===== config.mk =====
export PLATFORM = sky130hd
export DESIGN_NAME = ps_stck_rsp_flat
export DESIGN_NICKNAME = d
export VERILOG_FILES = /design/src/rtl/ps_stck_pkg.sv /design/src/rtl/ps_stck_rsp_if.sv /design/src/rtl/ps_stck_mem.sv /design/src/rtl/ps_stck_rsp.sv /design/src/flat_wrapper.sv
export SDC_FILE = /design/constraint.sdc
export NUM_CORES = 1
export LEC_CHECK = 0
export ABC_AREA = 1
export CORE_ASPECT_RATIO = 0.6
export CORE_MARGIN = 2
export CORE_UTILIZATION = 30
export CTS_BUF_LIST = sky130_fd_sc_hd__clkbuf_16
export CTS_CLUSTER_SIZE = 30
export DETAILED_ROUTE_END_ITERATION = 10
export GPL_TIMING_DRIVEN = 0
export PLACE_DENSITY = 0.52
export SYNTH_ARGS = -nofsm -noshare
export SYNTH_HDL_FRONTEND = slang
export SYNTH_HIERARCHICAL = 1
export SYNTH_SLANG_ARGS = --single-unit

===== constraint.sdc =====
create_clock -name clk -period 3.3 [get_ports clk]
set_input_delay 0.825 -clock clk [delete_from_list [all_inputs] [get_ports clk]]
set_output_delay 0.825 -clock clk [all_outputs]
set_load 0.01 [all_outputs]

===== src/rtl/ps_stck_pkg.sv =====
// Shared parameters, flag bit positions and request decode for the program-sequencer stack.
package ps_stck_pkg;
  localparam int DATA_W = 16;
  localparam int DEPTH  = 8;
  localparam int SP_W   = $clog2(DEPTH) + 1;

  // Bit positions inside the sequencer status register
  localparam int FLG_OVF = 0;
  localparam int FLG_UNF = 1;
  localparam int FLG_COL = 2;
  localparam int FLG_W   = 3;

  typedef enum logic [1:0] {
    OP_IDLE = 2'd0,
    OP_PUSH = 2'd1,
    OP_POP  = 2'd2
  } stck_op_e;
endpackage


===== src/rtl/ps_stck_rsp_if.sv =====
// Bus-connect / sequencer handshake bundle seen by the stack.
interface ps_stck_rsp_if #(
  parameter int DATA_W = ps_stck_pkg::DATA_W
);
  logic              ps_pshstck;
  logic              ps_popstck;
  logic [DATA_W-1:0] ps_bc_dt;
  logic              ps_flg_clr;
  logic [DATA_W-1:0] ps_stck_dt;
  logic              ps_stck_vld;
  logic              ps_stck_full;
  logic              ps_stck_empty;
  logic              ps_stck_ovf;
  logic              ps_stck_unf;
  logic              ps_stck_col;

  modport master (
    output ps_pshstck, ps_popstck, ps_bc_dt, ps_flg_clr,
    input  ps_stck_dt, ps_stck_vld, ps_stck_full, ps_stck_empty,
           ps_stck_ovf, ps_stck_unf, ps_stck_col
  );

  modport slave (
    input  ps_pshstck, ps_popstck, ps_bc_dt, ps_flg_clr,
    output ps_stck_dt, ps_stck_vld, ps_stck_full, ps_stck_empty,
           ps_stck_ovf, ps_stck_unf, ps_stck_col
  );
endinterface


===== src/rtl/ps_stck_mem.sv =====
// Stack storage: one synchronous write port, one combinational read port, contents not reset.
module ps_stck_mem #(
  parameter int DATA_W = 16,
  parameter int DEPTH  = 8,
  parameter int AW     = $clog2(DEPTH)
) (
  input  logic              clk,
  input  logic              wr_en,
  input  logic [AW-1:0]     wr_addr,
  input  logic [DATA_W-1:0] wr_data,
  input  logic [AW-1:0]     rd_addr,
  output logic [DATA_W-1:0] rd_data
);
  logic [DATA_W-1:0] mem_q [DEPTH];

  always_ff @(posedge clk) begin
    if (wr_en) mem_q[wr_addr] <= wr_data;
  end

  assign rd_data = mem_q[rd_addr];
endmodule


===== src/rtl/ps_stck_rsp.sv =====
// Program-sequencer stack: SP counter, deferred push write, pop forwarding and sticky flags.
module ps_stck_rsp
  import ps_stck_pkg::*;
#(
  parameter int DATA_W = ps_stck_pkg::DATA_W,
  parameter int DEPTH  = ps_stck_pkg::DEPTH,
  parameter int SP_W   = ps_stck_pkg::SP_W
) (
  input  logic            clk,
  input  logic            rst_n,
  ps_stck_rsp_if.slave    bus
);
  localparam int AW = $clog2(DEPTH);

  logic [SP_W-1:0]   sp_q, sp_d;
  logic              pend_q, pend_d;
  logic [AW-1:0]     wptr_q, wptr_d;
  logic [DATA_W-1:0] dt_q, dt_d;
  logic              vld_q, vld_d;
  logic [FLG_W-1:0]  flg_q, flg_d, flg_set;

  logic              full, empty, fwd;
  logic [AW-1:0]     rd_addr;
  logic [DATA_W-1:0] rd_data;
  stck_op_e          op;

  assign full    = (sp_q == SP_W'(DEPTH));
  assign empty   = (sp_q == '0);
  assign rd_addr = AW'(sp_q - SP_W'(1));
  // Push operand is only on the bus now; memory still holds the stale word
  assign fwd     = pend_q && (wptr_q == rd_addr);

  ps_stck_mem #(.DATA_W(DATA_W), .DEPTH(DEPTH), .AW(AW)) u_mem (
    .clk     (clk),
    .wr_en   (pend_q),
    .wr_addr (wptr_q),
    .wr_data (bus.ps_bc_dt),
    .rd_addr (rd_addr),
    .rd_data (rd_data)
  );

  // Pop outranks push, matching sequencer select priority
  always_comb begin
    op = OP_IDLE;
    if (bus.ps_popstck)      op = OP_POP;
    else if (bus.ps_pshstck) op = OP_PUSH;
  end

  always_comb begin
    sp_d    = sp_q;
    pend_d  = 1'b0;
    wptr_d  = wptr_q;
    dt_d    = dt_q;
    vld_d   = 1'b0;
    flg_set = '0;
    case (op)
      OP_POP: begin
        flg_set[FLG_COL] = bus.ps_pshstck;
        if (!empty) begin
          sp_d  = sp_q - SP_W'(1);
          dt_d  = fwd ? bus.ps_bc_dt : rd_data;
          vld_d = 1'b1;
        end else begin
          dt_d             = '0;
          flg_set[FLG_UNF] = 1'b1;
        end
      end
      OP_PUSH: begin
        if (!full) begin
          sp_d   = sp_q + SP_W'(1);
          pend_d = 1'b1;
          wptr_d = sp_q[AW-1:0];
        end else begin
          flg_set[FLG_OVF] = 1'b1;
        end
      end
      default: ;
    endcase
    flg_d = bus.ps_flg_clr ? '0 : (flg_q | flg_set);
  end

  always_ff @(posedge clk or negedge rst_n) begin
    if (!rst_n) begin
      sp_q   <= '0;
      pend_q <= 1'b0;
      wptr_q <= '0;
      dt_q   <= '0;
      vld_q  <= 1'b0;
      flg_q  <= '0;
    end else begin
      sp_q   <= sp_d;
      pend_q <= pend_d;
      wptr_q <= wptr_d;
      dt_q   <= dt_d;
      vld_q  <= vld_d;
      flg_q  <= flg_d;
    end
  end

  assign bus.ps_stck_dt    = dt_q;
  assign bus.ps_stck_vld   = vld_q;
  assign bus.ps_stck_full  = full;
  assign bus.ps_stck_empty = empty;
  assign bus.ps_stck_ovf   = flg_q[FLG_OVF];
  assign bus.ps_stck_unf   = flg_q[FLG_UNF];
  assign bus.ps_stck_col   = flg_q[FLG_COL];
endmodule


===== src/flat_wrapper.sv =====
// flat-port wrapper written by rule: the top's interface ports become plain ports
module ps_stck_rsp_flat import ps_stck_pkg::*;
#(
  parameter int DATA_W = ps_stck_pkg::DATA_W,
  parameter int DEPTH  = ps_stck_pkg::DEPTH,
  parameter int SP_W   = ps_stck_pkg::SP_W
)
  (clk, rst_n, bus_ps_pshstck, bus_ps_popstck, bus_ps_bc_dt, bus_ps_flg_clr, bus_ps_stck_dt, bus_ps_stck_vld, bus_ps_stck_full, bus_ps_stck_empty, bus_ps_stck_ovf, bus_ps_stck_unf, bus_ps_stck_col);
  ps_stck_rsp_if #(.DATA_W(DATA_W)) bus_i ();
  input  logic clk;
  input  logic rst_n;
  input wire logic [$bits(bus_i.ps_pshstck)-1:0] bus_ps_pshstck;
  input wire logic [$bits(bus_i.ps_popstck)-1:0] bus_ps_popstck;
  input wire logic [$bits(bus_i.ps_bc_dt)-1:0] bus_ps_bc_dt;
  input wire logic [$bits(bus_i.ps_flg_clr)-1:0] bus_ps_flg_clr;
  output wire logic [$bits(bus_i.ps_stck_dt)-1:0] bus_ps_stck_dt;
  output wire logic [$bits(bus_i.ps_stck_vld)-1:0] bus_ps_stck_vld;
  output wire logic [$bits(bus_i.ps_stck_full)-1:0] bus_ps_stck_full;
  output wire logic [$bits(bus_i.ps_stck_empty)-1:0] bus_ps_stck_empty;
  output wire logic [$bits(bus_i.ps_stck_ovf)-1:0] bus_ps_stck_ovf;
  output wire logic [$bits(bus_i.ps_stck_unf)-1:0] bus_ps_stck_unf;
  output wire logic [$bits(bus_i.ps_stck_col)-1:0] bus_ps_stck_col;
  assign bus_i.ps_pshstck = bus_ps_pshstck;
  assign bus_i.ps_popstck = bus_ps_popstck;
  assign bus_i.ps_bc_dt = bus_ps_bc_dt;
  assign bus_i.ps_flg_clr = bus_ps_flg_clr;
  assign bus_ps_stck_dt = bus_i.ps_stck_dt;
  assign bus_ps_stck_vld = bus_i.ps_stck_vld;
  assign bus_ps_stck_full = bus_i.ps_stck_full;
  assign bus_ps_stck_empty = bus_i.ps_stck_empty;
  assign bus_ps_stck_ovf = bus_i.ps_stck_ovf;
  assign bus_ps_stck_unf = bus_i.ps_stck_unf;
  assign bus_ps_stck_col = bus_i.ps_stck_col;
  ps_stck_rsp #(.DATA_W(DATA_W), .DEPTH(DEPTH), .SP_W(SP_W)) u_core (.clk(clk), .rst_n(rst_n), .bus(bus_i));
endmodule

==> flow_metrics.tcl <==
set metrics [dict create \
    max_freq_mhz 331.9 \
    clock_latency_ns 0.43 \
    synthCells 767 \
    antenna_cells 0 \
    tightest_slew_ns 0.7777 \
    ios 43 \
    viasPerCell 4.335 \
    initial_core_util_pct 30.92 \
    die_y_um 124.2 \
    grt-ovfl-total 0 \
    pre_cts_ws_ns 0.7420 \
    drt-pass1-iter-count 5 \
    synth_top_cell_by_area "edfxtp_1" \
    vdd_drop_max_uv 413.9 \
    fin_crit_ns 3.013 \
    root_buffer "clkbuf_16" \
    worst_setup_path_end_kind "output pin" \
    async_flop_share_pct 17.95 \
    cts_buffers 17 \
    cts.sinks 156 \
    final_util_pct 37.62 \
    synth_common_cells "nand2_1, inv_1, edfxtp_1, nand3_1, dfrtp_1" \
    finalSetupViolCount 0 \
    regArea_um2 4544 \
    timing.setup.tns_ns 0 \
    mappedNetlistNets 790 \
    path_clk_slew_ns 0.06 \
    relSlewSlack_pct 48.16 \
    p_leak_uw 0.004031 \
    ys_seq_elements 156 \
    synth-main-ff-cell "edfxtp_1" \
    cts-htree-levels 4 \
    cts-resized-gates 0 \
    die_x_um 204.3 \
    synthesis.area_um2 7221 \
    synth_area_leaders "edfxtp_1, nand2_1, dfrtp_1" \
    grt_max_degree 29 \
    finClkSkew_ns 0.008667 \
    area_growth_pct 21.66 \
    wl_per_cell_um 15.92 \
    rows 43 \
    ys_warn_count 6 \
    postCtsSetupRepairBufs 0 \
    hold_path.class "primary input to asynchronous set/reset pin" \
    fp.coreArea_um2 23350 \
    timing.final.crit_share_pct 91.29 \
    num_vias 5037 \
    synth_cell_types 25 \
    drtIter0Drc 447 \
    wl_um 18500 \
    synth-edff-count 128 \
    grt_setup_unrepaired "no" \
    track_usage_pct 15.59 \
    synthDominantCellAreaShare_pct 53.23 \
    yosysSeqAreaShare_pct 62.94 \
    cellPowerDensity_nw_per_um2 936.7 \
    fin_ws_ns 0.2874 \
    io_buffer_count 42 \
    grt_pass1_vias 4658 \
    fin_nets 859 \
    critPathArrivalTime_ns 2.19 \
    num-fill-cells 2383 \
    cts_tree "done" \
    worstPathRequired_ns 2.47 \
    clockBufferDepth 2 \
    drv_cap 0 \
    antenna_found_initial 0 \
    finalWeightedCongestion 0.7836 \
    drtAntennaViolNets 0 \
    drc 0 \
    cts_hold_buf 0 \
    path_class "flop to output pin" \
    critPathMaxFanout 6 \
    start_kind "flop" \
    status "finished, final reports clean" \
    dp_hpwl_um 12790 \
    grt_pass1_wl_um 28210 \
    dieArea_um2 25370 \
    multiInputGateArea_um2 1867 \
    drv_slew 0 \
    syn_avg_cell_area_um2 9.414 \
    drive_gt1_share_pct 10.39 \
    yosysMostFrequentCell "nand2_1" \
    report.final.hold_viol_count 0 \
]
## final cells by class
| type | instances | share of cell area (%) |
|---|---|---|
| Clock inverter | 13 | 2.008 |
| Clock buffer | 17 | 4.843 |
| Sequential cell | 156 | 51.73 |
| Inverter | 165 | 7.050 |
| Timing Repair Buffer | 50 | 6.238 |
| Multi-Input combinational cell | 418 | 21.25 |
| Tap cell | 315 | 4.487 |
| Buffer | 28 | 2.393 |
## worst paths after layout
path | from | end | slack (ns) | cells past startpoint
setup / recovery | u_core/sp_q[0]$_DFFE_PN0P_ | bus_ps_stck_full | 0.29 | 7
hold / removal | rst_n | u_core/bus.ps_stck_dt[10]$_DFFE_PN0N_ | 0.44 | 1
setup reg to reg | u_core/sp_q[0]$_DFFE_PN0P_ | u_core/bus.ps_stck_dt[6]$_DFFE_PN0N_ | 0.74 | 13
hold reg to reg | u_core/bus.ps_stck_dt[8]$_DFFE_PN0N_ | u_core/bus.ps_stck_dt[8]$_DFFE_PN0N_ | 0.48 | 2
max in group asynchronous | rst_n | u_core/bus.ps_stck_dt[2]$_DFFE_PN0N_ | 2.40 | 1
min in group clk | u_core/bus.ps_stck_dt[8]$_DFFE_PN0N_ | u_core/bus.ps_stck_dt[8]$_DFFE_PN0N_ | 0.48 | 2
## registers in the layout, summed over array words and instances, names as in the netlist
signal / flops
u_core/bus.ps_stck_dt: 16
u_core/bus.ps_stck_vld: 1
u_core/flg_q: 3
u_core/pend_q: 1
u_core/sp_q: 4
u_core/u_mem/mem_q: 128
u_core/wptr_q: 3
## stage by stage
stage | power (µW) | std cells | hold slack, ns | area [µm²]
3_5_place_dp | 6182 | 1132 | 0.4668 | 8183
5_1_grt | 8775 | 1162 | 0.4836 | 8785
6_report | 8228 | 1162 | 0.4390 | 8785
4_1_cts | 8258 | 1162 | 0.4641 | 8785
3_3_place_gp | 6115 | 1124 | 0.4626 | 8035
2_1_floorplan | 4922 | 767 | 0.5065 | 7221
## layout by cell type, fill, tap and decap left out, drive strengths merged
master / count
o21bai: 16
nand4: 1
clkbuf: 18
clkdlybuf4s50: 41
inv: 165
xnor2: 1
edfxtp: 128
bufinv: 4
clkinv: 5
ha: 2
nand3: 81
buf: 36
xor2: 1
dfrtp: 28
a21oi: 3
a31oi: 1
nor2: 22
nand2: 282
clkinvlp: 4
o21ai: 8
## cell families after synthesis
group	synth area share, %
AOI/OAI and AO/OA	2.565
xor gates and xnor gates	0.2426
adders and majority gates	0.3465
buffers and inverters	11.49
DFF	62.94
and+or+nand+nor	22.42
## routing by layer
layer | routed length, µm | track usage [%]
met1 | 10180 | 24.16
met2 | 7092 | 21.57
met3 | 1087 | 3.768
met4 | 136 | 3.533
met5 | 0 | 0
## where the power goes
group,internal (µW),total (µW),switching [µW]
clock network,1250,2050,797
logic,1340,3650,2320
registers,2400,2530,131
total,4980,8230,3250
## critical path, cell delays in order (launching register included)
cell and delay, ns:
dfrtp_1 0.45, inv_1 0.22, ha_1 0.26, nand2_4 0.10
inv_1 0.06, nand2_1 0.06, inv_1 0.08, clkdlybuf4s50_1 0.53
Note: power is estimated with default switching activity, not from simulation.
